### src/rtl/arith_pkg.sv
// Shared definitions for the serial arithmetic blocks: controller state
// encoding, default operand width and the bit-counter width rule.
package arith_pkg;

    localparam int unsigned DEFAULT_WIDTH = 4;

    typedef enum logic [1:0] {
        IDLE  = 2'd0,
        SHIFT = 2'd1,
        DONE  = 2'd2
    } state_t;

    // Counter must be able to hold the value w itself, hence w+1 codes.
    function automatic int unsigned cnt_width(input int unsigned w);
        return $clog2(w + 1);
    endfunction

endpackage

### src/rtl/full_subtractor.sv
// One-bit full subtractor: d = a - b - bin, with borrow-out.
module full_subtractor (
    input  logic a_i,
    input  logic b_i,
    input  logic bin_i,
    output logic d_o,
    output logic bout_o
);

    // Borrow when b exceeds a, or when the bits are equal and a borrow ripples in.
    always_comb begin
        d_o    = a_i ^ b_i ^ bin_i;
        bout_o = (~a_i & b_i) | (~(a_i ^ b_i) & bin_i);
    end

endmodule

### src/rtl/serial_subtractor.sv
// Bit-serial subtractor: captures a, b and bin on start, processes one bit
// per clock LSB first through a single full subtractor, then presents
// diff/bout with a one-cycle done pulse.
//
// Handshake: start is sampled only while idle (busy=0); the operands are
// captured on that same edge. done is a single-cycle pulse marking the
// first cycle in which diff/bout carry the new result; those outputs then
// hold until the next done. There is no back-pressure.
module serial_subtractor
    import arith_pkg::*;
#(
    parameter int WIDTH = DEFAULT_WIDTH
) (
    input  logic             clk,
    input  logic             rst_n,
    input  logic             start,
    input  logic [WIDTH-1:0] a,
    input  logic [WIDTH-1:0] b,
    input  logic             bin,
    output logic [WIDTH-1:0] diff,
    output logic             bout,
    output logic             busy,
    output logic             done,
    output state_t           state_o
);

    localparam int CW = cnt_width(WIDTH);
    localparam logic [CW-1:0] LAST_BIT = CW'(WIDTH - 1);

    state_t           state_q, state_d;
    logic [WIDTH-1:0] a_q, a_d;
    logic [WIDTH-1:0] b_q, b_d;
    logic [WIDTH-1:0] res_q, res_d;
    logic [WIDTH-1:0] diff_q, diff_d;
    logic             br_q, br_d;
    logic             bout_q, bout_d;
    logic [CW-1:0]    cnt_q, cnt_d;

    logic             bit_d;
    logic             bit_bout;

    full_subtractor u_fs (
        .a_i    (a_q[0]),
        .b_i    (b_q[0]),
        .bin_i  (br_q),
        .d_o    (bit_d),
        .bout_o (bit_bout)
    );

    // State and datapath registers; reset clears everything so no partial result survives.
    always_ff @(posedge clk or negedge rst_n) begin
        if (!rst_n) begin
            state_q <= IDLE;
            a_q     <= '0;
            b_q     <= '0;
            res_q   <= '0;
            diff_q  <= '0;
            br_q    <= 1'b0;
            bout_q  <= 1'b0;
            cnt_q   <= '0;
        end else begin
            state_q <= state_d;
            a_q     <= a_d;
            b_q     <= b_d;
            res_q   <= res_d;
            diff_q  <= diff_d;
            br_q    <= br_d;
            bout_q  <= bout_d;
            cnt_q   <= cnt_d;
        end
    end

    // Next-state and datapath update: capture in IDLE, one bit per edge in SHIFT.
    always_comb begin
        state_d = state_q;
        a_d     = a_q;
        b_d     = b_q;
        res_d   = res_q;
        diff_d  = diff_q;
        br_d    = br_q;
        bout_d  = bout_q;
        cnt_d   = cnt_q;

        case (state_q)
            IDLE: begin
                if (start) begin
                    a_d     = a;
                    b_d     = b;
                    br_d    = bin;
                    res_d   = '0;
                    cnt_d   = '0;
                    state_d = SHIFT;
                end
            end
            SHIFT: begin
                // Result bits enter at the MSB so the LSB-first stream lands in order.
                a_d   = {1'b0, a_q[WIDTH-1:1]};
                b_d   = {1'b0, b_q[WIDTH-1:1]};
                res_d = {bit_d, res_q[WIDTH-1:1]};
                br_d  = bit_bout;
                cnt_d = cnt_q + CW'(1);
                if (cnt_q == LAST_BIT) begin
                    // Publish the completed word including the bit processed on this edge.
                    diff_d  = {bit_d, res_q[WIDTH-1:1]};
                    bout_d  = bit_bout;
                    state_d = DONE;
                end
            end
            DONE: begin
                state_d = IDLE;
            end
            default: begin
                state_d = IDLE;
            end
        endcase
    end

    // Status outputs decoded directly from the state register.
    always_comb begin
        busy    = (state_q != IDLE);
        done    = (state_q == DONE);
        diff    = diff_q;
        bout    = bout_q;
        state_o = state_q;
    end

endmodule

### config.mk
export PLATFORM = sky130hd
export DESIGN_NAME = serial_subtractor
export DESIGN_NICKNAME = d
export VERILOG_FILES = /design/src/rtl/arith_pkg.sv /design/src/rtl/full_subtractor.sv /design/src/rtl/serial_subtractor.sv
export SDC_FILE = /design/constraint.sdc
export NUM_CORES = 1
export LEC_CHECK = 0
export ABC_AREA = 1
export CORE_UTILIZATION = 49
export DETAILED_ROUTE_END_ITERATION = 10
export PLACE_DENSITY = 0.75
export REMOVE_ABC_BUFFERS = 1
export SKIP_LAST_GASP = 1
export SLEW_MARGIN = 20
export SYNTH_ARGS = -nofsm -noshare
export SYNTH_HDL_FRONTEND = slang
export SYNTH_HIERARCHICAL = 1
export SYNTH_SLANG_ARGS = --single-unit
### constraint.sdc
create_clock -name clk -period 1.4 [get_ports clk]
set_input_delay 0.21 -clock clk [delete_from_list [all_inputs] [get_ports clk]]
set_output_delay 0.21 -clock clk [all_outputs]
set_load 0.05 [all_outputs]
# Yosys cells after proc, flatten, opt, wreduce, memory -nomap -nowiden
# Index checks and enable logic that the tools add are counted.
# classes
reduce_logical,6
addsub,1
n_bitwise,7
eq_ne,5
mux,13
# ops
op,count
$pmux W4 S2,3
$mux W4,3
$pmux W3 S2,1
$reduce_and A2 Y1,3
$mux W2,2
$ne A2 B2 Y1 const B,2
$pmux W2 S2,1
$reduce_bool A2 Y1,2
$add A3 B1 Y3 const B,1
$eq A3 B2 Y1 const B,1
$mux W3,1
$and A1 B1 Y1,2
$eq A2 B1 Y1 const B,1
$eq A2 B2 Y1 const B,1
$logic_not A2 Y1,1
$not A1 Y1,2
$pmux W1 S2,1
$xor A1 B1 Y1,2
$mux W1,1
$or A1 B1 Y1,1
# totals
elab_cells,40
reg_bits,23

# Longest topological paths before layout
# logic_depth
depth_word,5
depth_mapped,7
mapped_depth_nobuf,7

# By module
# Netlist, hierarchy kept.
# modules_own_cells
module,area_each_um2,n_inst,seq_area_each_um2,cells_per_inst
serial_subtractor,1017.2,1,550.5,120
full_subtractor,31.3,1,0.0,4

# Worst setup path after synthesis
# OpenSTA, ideal clock, no wires.
# synth_path
path_kind,reg-to-output
from,reg state_q[0] (netlist: state_o[0])
to,out done
path_slack_ps,-338
stages_incl_launch_ff,3
path_buffers,1
arrival_time_ps,1528
path_cell_list,dfrtp_1 -> buf_2 -> nor2_1
# synth_between
elab_chain_cells,1
# synth_lines
item,line_no,text
"start, declared",serial_subtractor.sv:30,"state_t state_q, state_d;"
"start signal, assigned",serial_subtractor.sv:62,state_q <= state_d;
$eq A2 B2 Y1,serial_subtractor.sv:121,done = (state_q == DONE);
"end, declared",serial_subtractor.sv:23,"output logic done,"
# Every way passes these cells.

# Worst setup path after layout
# layout_path
from,reg state_q[1] (netlist: state_o[1])
to,out done
# Same word-level chain as after synthesis.

==> results by group <==
Status
  – Outcome: complete, no violations

Timing
  – Final Cycle Share: 96.21%
  – Hold Worst Slack: 0.2372 ns
  – RSZ-0062 raised after global routing: no
  – Clk_skew: 0.001614 ns
  – Endpoints failing hold: 0
  – Max Fclk: 742.4 MHz
  – Slew @ Worst Pin: 0.2812 ns
  – Minimum clock period: 1.347 ns
  – # setup viols final: 0
  – TNS Setup: 0 ns
  – Count of final max-slew check failures: 0
  – Rel. slew slack: 81.25%

Layout
  – Share of cells above drive strength 1: 21.85%
  – Final net count: 167
  – Antenna diodes: 0
  – Finished Layout Cells: 178
  – Area Overhead vs Synth: 37.35%
  – FILL cells: 145

Logic synthesis
  – Yosys Warn Count: 6
  – Mapped Area: 0.001049 mm2
  – Synth Area per Inst: 8.456 um2
  – Yosys reg bits: 22
  – Register area share after synthesis: 52.51%
  – Synthesized netlist cell count: 124
  – Post-synth cell types: 18

Clock tree
  – Clk root buf: clkbuf_4
  – Clk_lat worst skew: 0.31 ns
  – H-tree Lvls: 1
  – Clock slew at reported path FFs: 0.12 ns
  – CTS sink count: 22
  – TritonCTS clock tree: built
  – Clock Path Buffers: 2
  – # hold bufs at CTS: 0
  – Inserted Clock Buffers: 3

GRT
  – Overall Global Routing Usage: 19.69%
  – Largest net degree at the start of global routing: 23
  – Initial antenna violation count: 0
  – Vias in the first global route: 765
  – Global-route wire length before repair: 3.125 mm
  – Grt ovf: 0

Flow run
  – Max-cap viol count: 0

Power and ir drop
  – Pwr dens: 2427 mW/mm2
  – Worst IR Drop VDD: 0.001420 V
  – Leakage: 0.7586 nW

Place
  – Post-DP HPWL: 1.498 mm
  – GPL Wtd Cong: 0.7313
  – Post-Place Cells: 172
  – Port buffer count: 20

Drt
  – Routed WL: 1.994 mm
  – Routed via count: 846
  – Routed len/inst: 11.20 um
  – Pre-antenna DRT Iters: 5
  – DR iter-0 viols: 13
  – Drt via density: 4.753
  – Remaining antenna violation count: 0
  – Post-route DRC: 0

Setup path
  – Crit start category: register
  – Crit-path max cell delay: 0.47 ns
  – Crit-path max FO: 5
  – Worst EP arrival: 1.14 ns
  – Crit-path cells: inv_4, nor2_2, buf_12
  – WP buf/inv: 2
  – Top cell family by delay on the critical path: flip-flops
  – CP max-delay cell: dfrtp_2
  – Critical path class: register to primary output
  – Critical Path End Type: primary output
  – Critical path required time: 1.19 ns

Die
  – FP Rows: 16
  – Starting Density: 52.90%
  – Core area: 0.001982 mm2
  – Die area: 0.002329 mm2
  – Die X-Extent: 48.26 um
  – # IOs: 21
  – Die H: 48.26 um

Hold path
  – Min-delay worst type: input pin to asynchronous set/reset pin
==> stage by stage <==
stage	setup WS, ns	util (%)	total power, mW	cell area (um2)
floorplan	-0.2908	-	2.302	1032
global placement	0.1634	69.57	3.040	1379
detailed placement	0.1122	69.57	3.111	1379
CTS	-0.02288	71.65	3.472	1420
global route	0.01384	72.66	3.767	1440
finish	0.05305	72.66	3.495	1440
==> registers in the layout, indices dropped and copies added (netlist names) <==
name / flops
a_q: 4
b_q: 4
diff: 4
cnt_q: 3
res_q: 3
state_o: 2
bout: 1
br_q: 1
==> Yosys cell counts (all sizes together) <==
library cell   n  area, um2
a21oi          2      21.27
o21ai         11      66.32
nand2         49      201.5
buf            2      16.26
inv           24      90.09
nor2           4      22.52
dfrtp         22      550.5
fa             1      20.02
ha             2      25.02
nand3          7      35.03
==> metal layers <==
layer	routed length, um	track usage (%)	vias up	share of wire, %
met5	0	0	-	0
met4	21	8.333	0	1.1
met3	72	3.333	4	3.6
met2	1005	34.13	24	50
met1	894	24.00	391	45
li1	-	-	427	-
==> cell type report <==
cell class / instances / area, um2 / share of cell area (%)
multi-input combinational: 76 / 396.6 / 27.54
inverter: 24 / 92.59 / 6.429
sequential: 22 / 553.0 / 38.40
clock buffer: 4 / 36.28 / 2.520
tap: 27 / 33.78 / 2.346
timing repair buffer: 25 / 327.8 / 22.76
==> power breakdown <==
part | internal (mW) | total, mW | switching (mW) | leakage, nW
combinational | 0.852 | 1.98 | 1.13 | 0.464
sequential | 0.924 | 1.16 | 0.237 | 0.274
clock | 0.159 | 0.355 | 0.196 | 0.0210
total | 1.93 | 3.50 | 1.56 | 0.759
==> placed cells by master (no fill, tap or decap), types with 3 or more instances in the layout <==
cell type and count:
inv_1 21, nand2_1 45, clkbuf_4 3, dfrtp_1 20
o21ai_1 4, o21ai_2 3, buf_12 9, buf_4 5
clkdlybuf4s50_1 11, nand3_1 7, o21ai_0 4
==> what timing repair did <==
action,4_1_cts,5_1_grt
endpoints found under the hold margin,0,0
pin swaps,0,0
resized for setup,3,2
buffers inserted,0,2
endpoints found under the setup margin,3,3
==> final timing paths <==
kind | startpoint | end | slack (ns) | cells past startpoint
hold / removal | rst_n | diff[0] | 0.24 | 2
min in group clk | b[3] | b_q[3] | 0.45 | 3
setup reg to reg | state_o[0] | res_q[2] | 0.13 | 4
setup / recovery | state_o[1] | done | 0.05 | 3
max in group asynchronous | rst_n | state_o[1] | 0.93 | 2
hold reg to reg | cnt_q[2] | cnt_q[2] | 0.50 | 2
==> cells by family (layout without fill, tap and decap cells) <==
family / Yosys count / in the layout / synth area share (%)
AND/OR/NAND/NOR: 60 / 60 / 24.70
buffers and inverters: 26 / 53 / 10.14
flip-flops: 22 / 22 / 52.51
AO/OA/AOI/OAI: 13 / 13 / 8.354
adder cells (fa/ha/maj): 3 / 3 / 4.296
(Power assumes the default switching activity.)
